File: src/rtl/midi_pkg.sv
// Shared definitions for the MIDI serial transmitter: FSM encoding and frame shape.
package midi_pkg;

    typedef enum logic [1:0] {
        IDLE  = 2'd0,
        START = 2'd1,
        DATA  = 2'd2,
        STOP  = 2'd3
    } state_e;

    localparam int unsigned DATA_BITS  = 8;
    localparam int unsigned FRAME_BITS = 10;

endpackage

File: src/rtl/midi_tx_baud_tick.sv
// Bit-period timer: counts 0..DIV-1 and pulses tick on the last count of each period.
module baud_tick #(
    parameter int unsigned DIV = 3200,
    parameter int unsigned CW  = 12
) (
    input  logic clk,
    input  logic rst_n,
    input  logic restart,
    output logic tick
);

    localparam logic [CW-1:0] LAST = CW'(DIV - 1);

    logic [CW-1:0] count;

    // Modulo-DIV counter; restart pins it at zero so a period starts cleanly.
    always_ff @(posedge clk or negedge rst_n) begin
        if (!rst_n) begin
            count <= '0;
        end else if (restart || count == LAST) begin
            count <= '0;
        end else begin
            count <= count + 1'b1;
        end
    end

    assign tick = (count == LAST) & ~restart;

endmodule

File: src/rtl/midi_tx.sv
// MIDI (8N1) serial transmitter with a one-byte holding register for gapless streaming.
module midi_tx
    import midi_pkg::*;
#(
    parameter int unsigned CLK_HZ = 100000000,
    parameter int unsigned BAUD   = 31250,
    parameter int unsigned CW     = 12
) (
    input  logic       CLK,
    input  logic       RST_N,
    input  logic [7:0] D,
    input  logic       WR,
    output logic       RDY,
    output logic       TX,
    output logic       BUSY
);

    localparam int unsigned DIV      = CLK_HZ / BAUD;
    localparam logic [2:0]  LAST_BIT = 3'(DATA_BITS - 1);

    state_e     state;
    logic [7:0] hold;
    logic       hold_full;
    logic [7:0] shifter;
    logic [2:0] bit_idx;
    logic       tx_reg;

    logic tick;
    logic restart;
    logic accept;
    logic load;

    // The timer idles at zero so the start bit gets a full period from the load edge.
    assign restart = (state == IDLE);
    assign accept  = WR & ~hold_full;
    // Shifter loads from hold either straight out of IDLE or at the end of a stop bit.
    assign load    = hold_full & ((state == IDLE) | ((state == STOP) & tick));

    baud_tick #(
        .DIV (DIV),
        .CW  (CW)
    ) u_baud_tick (
        .clk     (CLK),
        .rst_n   (RST_N),
        .restart (restart),
        .tick    (tick)
    );

    // Holding register: filled by an accepted write, emptied when the FSM loads the shifter.
    always_ff @(posedge CLK or negedge RST_N) begin
        if (!RST_N) begin
            hold      <= '0;
            hold_full <= 1'b0;
        end else if (load) begin
            hold_full <= 1'b0;
        end else if (accept) begin
            hold      <= D;
            hold_full <= 1'b1;
        end
    end

    // Frame sequencer: start bit, eight data bits LSB first, stop bit; TX is registered.
    always_ff @(posedge CLK or negedge RST_N) begin
        if (!RST_N) begin
            state   <= IDLE;
            shifter <= '0;
            bit_idx <= '0;
            tx_reg  <= 1'b1;
        end else begin
            unique case (state)
                IDLE: begin
                    if (hold_full) begin
                        state   <= START;
                        shifter <= hold;
                        tx_reg  <= 1'b0;
                    end
                end
                START: begin
                    if (tick) begin
                        state   <= DATA;
                        tx_reg  <= shifter[0];
                        shifter <= {1'b0, shifter[7:1]};
                    end
                end
                DATA: begin
                    if (tick) begin
                        // Index wraps 7 -> 0 on the way out, ready for the next frame.
                        bit_idx <= bit_idx + 3'd1;
                        if (bit_idx == LAST_BIT) begin
                            state  <= STOP;
                            tx_reg <= 1'b1;
                        end else begin
                            tx_reg  <= shifter[0];
                            shifter <= {1'b0, shifter[7:1]};
                        end
                    end
                end
                STOP: begin
                    if (tick) begin
                        if (hold_full) begin
                            state   <= START;
                            shifter <= hold;
                            tx_reg  <= 1'b0;
                        end else begin
                            state <= IDLE;
                        end
                    end
                end
                default: state <= IDLE;
            endcase
        end
    end

    assign TX   = tx_reg;
    assign RDY  = ~hold_full;
    assign BUSY = (state != IDLE) | hold_full;

endmodule

File: config.mk
export PLATFORM = sky130hd
export DESIGN_NAME = midi_tx
export DESIGN_NICKNAME = d
export VERILOG_FILES = /design/src/rtl/midi_pkg.sv /design/src/rtl/midi_tx_baud_tick.sv /design/src/rtl/midi_tx.sv
export SDC_FILE = /design/constraint.sdc
export NUM_CORES = 1
export LEC_CHECK = 0
export CAP_MARGIN = 20
export CORE_UTILIZATION = 51
export CTS_CLUSTER_SIZE = 25
export DETAILED_ROUTE_END_ITERATION = 8
export PLACE_DENSITY = 0.73
export SYNTH_ARGS = -nofsm -noshare
export SYNTH_HDL_FRONTEND = slang
export SYNTH_SLANG_ARGS = --single-unit
File: constraint.sdc
create_clock -name CLK -period 3.3 [get_ports CLK]
set_input_delay 0.33 -clock CLK [delete_from_list [all_inputs] [get_ports CLK]]
set_output_delay 0.33 -clock CLK [all_outputs]
set_load 0.1 [all_outputs]
; Word level (Yosys, flattened, before mapping)
; Index checks and enable logic that the tools add are counted.
[word_totals]
regBits = 35
in_bits = 11
output_inout_bits = 3
word_cells = 60
[op_classes]
addsub = 2
eq_ne = 11
mux = 22
bitwise = 9
n_reduce_logical = 9
[op_table]
columns = cell, n
row1 = two-way mux 8 bit, 5
row2 = case mux 8 bit (4 select lines), 1
row3 = adder 12 x 1 -> 12 bit (second input constant), 1
row4 = == test 12 bit (second input constant), 1
row5 = two-way mux 12 bit, 1
row6 = inequality test 2 bit (second input constant), 6
row7 = two-way mux 2 bit, 5
row8 = two-way mux 1 bit, 8
row9 = case mux 2 bit (4 select lines), 1
row10 = AND reduction 5 bit, 1
row11 = bitwise AND 1 bit, 4
row12 = == test 2 bit (second input constant), 2
row13 = case mux 1 bit (4 select lines), 1
row14 = AND reduction 2 bit, 2
row15 = AND reduction 4 bit, 1
row16 = nonzero test 2 bit, 2
row17 = adder 3 x 1 -> 3 bit (second input constant), 1
row18 = == test 3 bit (second input constant), 1
row19 = NOT 1 bit, 3
row20 = AND reduction 3 bit, 1
row21 = == test 2 x 1 -> 1 bit (second input constant), 1
row22 = logical NOT 2 bit, 1
row23 = OR 1 bit, 2
row24 = logical OR 1 bit, 1

; Depth between registers and ports, before layout
; Gate-level depths: netlist of run 1.
[depth]
word_depth = 8
depth_mapped = 6

; By module
; Synthesis of run 1 repeated with hierarchy kept, for this count alone.
[unflattened]
cells_unflattened = 145
area_unflattened_um2 = 1778.0
[modules_own_cells]
columns = mod, n_inst, cells_per_inst, area_per_inst_um2
row1 = midi_tx, 1, 85, 1179.9
row2 = baud_tick, 1, 60, 598.1

; Worst setup path before layout of run 1
; OpenSTA, ideal clock, no wires.
[synth_timing]
path_type = register to register
start = reg state[0]
end = reg shifter[0]
arrival_time_ps = 2219
t_required_ps = 3175
path_slack_ps = 956
stages_incl_launch_ff = 7
n_path_buf = 0
cell_sequence = dfrtp_1 inv_1 ha_1 or3b_2 or4_4 a21oi_4 mux2_2
[synth_between]
elab_chain_cells = 5
[synth_lines]
columns = element, line
row1 = "start, declared", midi_tx.sv:21  ; state_e state;
row2 = "start signal, assigned", midi_tx.sv:65  ; state <= IDLE;
row3 = "start signal, assigned", midi_tx.sv:73  ; state <= START;
row4 = "start signal, assigned", midi_tx.sv:80  ; state <= DATA;
row5 = logical NOT 2 bit, "midi_tx.sv:34, midi_tx.sv:70"
row6 = NOT 1 bit, midi_tx_baud_tick.sv:27  ; assign tick = (count == LAST) & ~restart;
row7 = bitwise AND 1 bit, midi_tx_baud_tick.sv:27
row8 = inequality test 2 bit (no source line), -
row9 = AND reduction 4 bit (no source line), -
row10 = "end signal, assigned", midi_tx.sv:74  ; shifter <= hold;
row11 = "end signal, assigned", midi_tx.sv:82  ; shifter <= {1'b0, shifter[7:1]};
row12 = "end signal, assigned", midi_tx.sv:94  ; shifter <= {1'b0, shifter[7:1]};
row13 = "end, declared", midi_tx.sv:24  ; logic [7:0] shifter;
; Several ways; a longest one is shown, not always the timed one.
; A chain may end at the register's enable or synchronous reset.

; Final worst setup path of run 1
[layout_timing]
start = reg state[0]
end = reg shifter[3]
; Same word-level chain as after synthesis.

==> results of run 1 <==
## cells in the final DEF (no fill, tap or decap), types with 2 or more instances in the layout
cell type / count
nor4_1: 3
buf_4: 2
nand2_1: 8
mux2_2: 25
clkbuf_4: 5
clkdlybuf4s50_1: 12
or2b_1: 2
nor2_1: 13
nand2b_1: 2
xor2_1: 3
inv_1: 6
nand3_1: 5
dfrtp_1: 34
nor3_1: 4
a21oi_1: 2
xnor2_1: 8
and3_1: 2
nor2b_1: 3
o21ai_0: 4
ha_1: 8
## flip-flops by register name, summed over array words and instances, names as in the netlist
name	flops
TX	1
bit_idx	3
u_baud_tick.count	12
hold_full	1
shifter	8
hold	8
state	2
## worst max path at each step
stage	start	end	slack (ps)	depth (start not counted)
floorplan	state[0]$_DFFE_PN0P_	shifter[0]$_DFFE_PN0P_	960	6
global route	state[0]$_DFFE_PN0P_	shifter[3]$_DFFE_PN0P_	620	6
detailed placement	state[0]$_DFFE_PN0P_	shifter[6]$_DFFE_PN0P_	770	6
global placement	state[0]$_DFFE_PN0P_	shifter[3]$_DFFE_PN0P_	860	6
CTS	state[0]$_DFFE_PN0P_	shifter[3]$_DFFE_PN0P_	730	6
finish	state[0]$_DFFE_PN0P_	shifter[3]$_DFFE_PN0P_	730	6
## final cells by class
class	instances	area [um2]	area share
Inverter	6	22.5	0.0112
Clock buffer	6	51.3	0.0255
Timing Repair Buffer	14	135	0.0671
Multi-Input combinational cell	105	838	0.416
Tap cell	44	55.1	0.0273
Sequential cell	35	877	0.435
Clock inverter	2	35.0	0.0174
## through the flow
stage | util | setup slack (ps)
floorplan | - | 956
global placement | 0.612 | 858
detailed placement | 0.612 | 769
CTS | 0.639 | 732
global route | 0.639 | 621
finish | 0.639 | 734
## layer usage
layer	up-vias	part of all wire	wire length, um	global-route usage
met5	-	0	0	0
met4	0	0.016	45	0.107
met3	6	0.034	100	0.0448
met2	25	0.48	1390	0.297
met1	560	0.47	1370	0.242
li1	558	-	-	-
## critical path, delay by kind of cell (launching register included)
kind	cells	cell delay, ps
DFF	1	430
muxes	1	370
adders and majority gates	1	280
and+or+nand+nor	2	960
AOI/OAI and AO/OA	1	280
buffers and inverters	1	110
## logic make-up (layout without fill, tap and decap cells)
logic type	after synthesis	after routing	share of synthesized area
adders and majority gates	8	8	0.0572
DFF	35	35	0.501
buffers and inverters	9	28	0.0193
AOI/OAI and AO/OA	13	13	0.0579
xor gates and xnor gates	11	11	0.0551
muxes	25	25	0.161
and+or+nand+nor	48	48	0.148
## power breakdown
group / leakage, nW / internal [mW] / switching, mW / total, mW
clock network: 0.0482 / 0.179 / 0.143 / 0.322
registers: 0.439 / 0.473 / 0.0234 / 0.496
logic: 0.446 / 0.0512 / 0.0320 / 0.0832
==> flow_metrics.py, run 1 <==
metrics = {
    "logic_synthesis": {
        "syn_inst": 149,
        "syn_avg_cell_area_um2": 11.7,
        "async_flop_share": 1.00,
        "synth_area_um2": 1750,
        "yosysSeqAreaShare": 0.501,
        "yosysMostFrequentCell": "dfrtp_1",
        "ys_warn_count": 0,
        "synth-seq-cells": 35,
        "synth_edf_count": 0,
        "yosysUniqueCellTypes": 32,
        "synthFlopType": "dfrtp_1",
        "synthTopCellsByArea": "dfrtp_1 49%, mux2_2 16%, ha_1 5.7%",
        "synth_top_cell_area_share": 0.486,
        "synth.largest_area_cell": "dfrtp_1",
        "synth_commonest_cells": "34 x dfrtp_1, 25 x mux2_2, 13 x nor2_1",
        "syn_nets": 168,
    },
    "timing": {
        "setup_tns_ps": 0,
        "skew_ps": 16.6,
        "fmax_mhz": 390,
        "period_share": 0.778,
        "worst_pin_slew_ps": 961,
        "holdWs_ps": 398,
        "finalMaxSlewViolations": 0,
        "relSlewSlack": 0.357,
        "setup_viol": 0,
        "layout_min_cycle_time_ps": 2570,
        "rsz0062_at_grt": "no",
        "hold_viol_final": 0,
    },
    "clock_tree": {
        "cts_setup_buffers": 0,
        "path_clk_slew_ps": 110,
        "max-clock-path-buffers": 2,
        "cts.root.buffer_cell": "clkbuf_4",
        "cts_hold_buf": 0,
        "cts_resized": 0,
        "cts_inserted_buffers": 5,
        "worstSkewPairLatency_ps": 340,
        "cts_tree": "yes",
        "htreeDepth": 2,
        "clock_sinks": 35,
    },
    "drt": {
        "wirelength_mm": 2.90,
        "drt_pass1_iterations": 4,
        "first_iter_violations": 71,
        "avgViaCountPerCell": 5.42,
        "avgRoutedWirePerCell_um": 13.7,
        "drc_errors": 0,
        "ant_nets": 0,
        "vias": 1149,
    },
    "flow_run": {
        "maxCapViolations": 0,
    },
    "die": {
        "coreArea_um2": 3150,
        "start_util": 0.555,
        "die_x_um": 60.6,
        "row_count": 20,
        "die_area_um2": 3670,
        "ios": 14,
        "die_y_um": 60.6,
    },
    "setup_path": {
        "r2r_start": "state[0]$_DFFE_PN0P_",
        "critPathKind": "reg -> reg",
        "critPathMaxStageDelay_ps": 490,
        "reg2reg_slack_ps": 730,
        "critPathLaunchType": "flop",
        "required_ps": 3520,
        "critPathSlowestCell": "or3b_2",
        "r2r_cells": 6,
        "r2r_end": "shifter[3]$_DFFE_PN0P_",
        "cp_max_fo": 8,
        "cp.arrival_ps": 2790,
        "crit_path_end_kind": "flop",
        "cp_cell_sequence": "inv_1 -> ha_1 -> or3b_2 -> or4_4 -> a21oi_4 -> mux2_2",
    },
    "pwr": {
        "p_total_mw": 0.902,
        "powerDensity_nw_per_um2": 448,
        "peakVddDrop_mv": 0.356,
        "p_leak_nw": 0.933,
    },
    "layout": {
        "n_fill_cell": 275,
        "drive_gt1_frac": 0.256,
        "nets": 186,
        "num_antenna_cells": 0,
        "stdcell_count": 212,
        "finalInstanceArea_um2": 2010,
        "syn_to_final_growth_pct": 15.2,
    },
    "grt": {
        "grt-ovfl-total": 0,
        "grt_max_degree": 21,
        "antenna_found_initial": 0,
        "first_global_vias": 1130,
        "grt_pass1_wl_mm": 4.94,
        "grtUsageTotal": 0.189,
    },
    "run_status": {
        "status": "complete, no violations",
    },
    "placed_design": {
        "place_hpwl_mm": 2.12,
        "place_inst": 204,
        "gp_congestion": 0.891,
        "io_buffers": 13,
        "dpl_cell_area_um2": 1930,
    },
    "worst_hold_path": {
        "hold_class": "in -> async",
    },
}
Note: power is estimated with default switching activity, not from simulation.
==> inputs of run 2 (changes only) <==
==> constraint.sdc (replaced) <==
create_clock -name CLK -period 2.6 [get_ports CLK]
set_input_delay 0.26 -clock CLK [delete_from_list [all_inputs] [get_ports CLK]]
set_output_delay 0.26 -clock CLK [all_outputs]
set_load 0.1 [all_outputs]
==> run 2 against run 1 <==
Against the previous run:
- sequential power grew 27%
- global-route usage grew 1.4 points
- first-iteration DRC count shrank 37%
- setup slack lost 630 ps
- clock power grew 23%
==> flow_metrics.py, run 2 (synthesis results as in run 1) <==
metrics = {
    "run_status": {
        "status": "complete, no violations",
    },
    "timing": {
        "relSlewSlack": 0.708,
        "skew_ps": 14.9,
        "layout_min_cycle_time_ps": 2500,
        "finalMaxSlewViolations": 0,
        "setup_tns_ps": 0,
        "fmax_mhz": 401,
        "worst_pin_slew_ps": 437,
        "setup_ws_ps": 103,
        "period_share": 0.960,
        "hold_viol_final": 0,
        "setup_viol": 0,
        "rsz0062_at_grt": "no",
    },
    "clock_tree": {
        "cts.root.buffer_cell": "clkbuf_4",
        "path_clk_slew_ps": 120,
        "cts_inserted_buffers": 5,
        "max-clock-path-buffers": 2,
        "cts_hold_buf": 0,
        "worstSkewPairLatency_ps": 350,
        "clock_sinks": 35,
        "cts_setup_buffers": 0,
        "cts_tree": "yes",
        "cts_resized": 0,
        "htreeDepth": 2,
    },
    "layout": {
        "finalInstanceArea_um2": 2030,
        "drive_gt1_frac": 0.281,
        "regArea_um2": 877,
        "largest_register": "u_baud_tick.count",
        "nets": 189,
        "num_antenna_cells": 0,
        "syn_to_final_growth_pct": 15.9,
        "final_util": 0.643,
        "largest_register_ffs": 12,
        "final_cell_mix": "34 x dfrtp_1, 25 x mux2_2, 13 x nor2_1, 10 x clkdlybuf4s50_1",
        "n_fill_cell": 271,
        "top_regs": "u_baud_tick.count x12, hold x8, shifter x8",
        "multi_input_area_um2": 838,
        "final_common_cell": "dfrtp_1",
    },
    "die": {
        "die_area_um2": 3670,
        "ios": 14,
        "die_x_um": 60.6,
        "coreArea_um2": 3150,
        "start_util": 0.555,
        "die_y_um": 60.6,
        "row_count": 20,
    },
    "drt": {
        "ant_nets": 0,
        "first_iter_violations": 45,
        "wirelength_mm": 3.02,
        "drc_errors": 0,
        "avgRoutedWirePerCell_um": 14.1,
        "drt_pass1_iterations": 4,
        "avgViaCountPerCell": 5.32,
        "vias": 1144,
    },
    "pwr": {
        "p_leak_nw": 0.950,
        "powerDensity_nw_per_um2": 559,
        "peakVddDrop_mv": 0.352,
    },
    "placed_design": {
        "gp_congestion": 0.844,
        "io_buffers": 13,
        "dpl_cell_area_um2": 1950,
        "pre_cts_ws_ps": 143,
        "place_hpwl_mm": 2.13,
    },
    "grt": {
        "grtUsageTotal": 0.203,
        "grt-ovfl-total": 0,
        "grt_pass1_wl_mm": 5.22,
        "first_global_vias": 1199,
        "grt_max_degree": 36,
        "antenna_found_initial": 0,
    },
    "worst_hold_path": {
        "hold_class": "in -> async",
    },
    "flow_run": {
        "maxCapViolations": 0,
    },
    "setup_path": {
        "required_ps": 2840,
        "critPathLaunchType": "flop",
        "crit_path_end_kind": "flop",
        "cp_max_fo": 8,
        "critPathKind": "reg -> reg",
        "cp.arrival_ps": 2740,
    },
}
-- run 2: cell type report --
| type | instances | area share |
|---|---|---|
| timing repair buffer | 17 | 0.0753 |
| clock inverter | 3 | 0.0216 |
| inverter | 6 | 0.0111 |
| clock buffer | 5 | 0.0185 |
| multi-input combinational | 105 | 0.414 |
| sequential | 35 | 0.433 |
| tap | 44 | 0.0272 |
-- run 2: through the flow --
| step | instances | power [mW] | hold slack (ps) |
|---|---|---|---|
| final | 215 | 1.13 | 289 |
| after global routing | 215 | 1.19 | 339 |
| after floorplan | 149 | 0.701 | -35.6 |
| after CTS | 215 | 1.15 | 302 |
| after global placement | 207 | 0.742 | 468 |
| after detailed placement | 207 | 0.751 | 477 |
-- run 2: per-layer routing --
metal / vias to the layer above / share of wire / global-route usage / wire, um
met3: 7 / 0.042 / 0.0661 / 127
li1: 562 / - / - / -
met2: 22 / 0.46 / 0.330 / 1400
met5: - / 0 / 0 / 0
met4: 0 / 0.024 / 0.104 / 74
met1: 553 / 0.47 / 0.242 / 1420
-- run 2: power by group --
part / internal [mW] / switching (mW)
sequential: 0.600 / 0.0286
combinational: 0.0657 / 0.0431
clock: 0.202 / 0.193
total: 0.868 / 0.265
-- run 2: worst paths after layout --
check | slack (ps) | to | cells after the start | start
setup / recovery | 100 | shifter[4]$_DFFE_PN0P_ | 6 | state[0]$_DFFE_PN0P_
hold / removal | 290 | u_baud_tick.count[8]$_DFF_PN0_ | 2 | RST_N
setup reg to reg | 100 | shifter[4]$_DFFE_PN0P_ | 6 | state[0]$_DFFE_PN0P_
hold reg to reg | 490 | bit_idx[0]$_DFFE_PN0P_ | 1 | bit_idx[0]$_DFFE_PN0P_
max in group asynchronous | 1970 | TX$_DFFE_PN1P_ | 2 | RST_N
min in group CLK | 490 | bit_idx[0]$_DFFE_PN0P_ | 1 | bit_idx[0]$_DFFE_PN0P_
-- run 2: critical path, stage by stage (launching register included) --
cell and delay (ps):
dfrtp_1 420, inv_1 110, ha_1 230, or3b_2 490
or4_4 480, a21oi_4 290, mux2_2 370
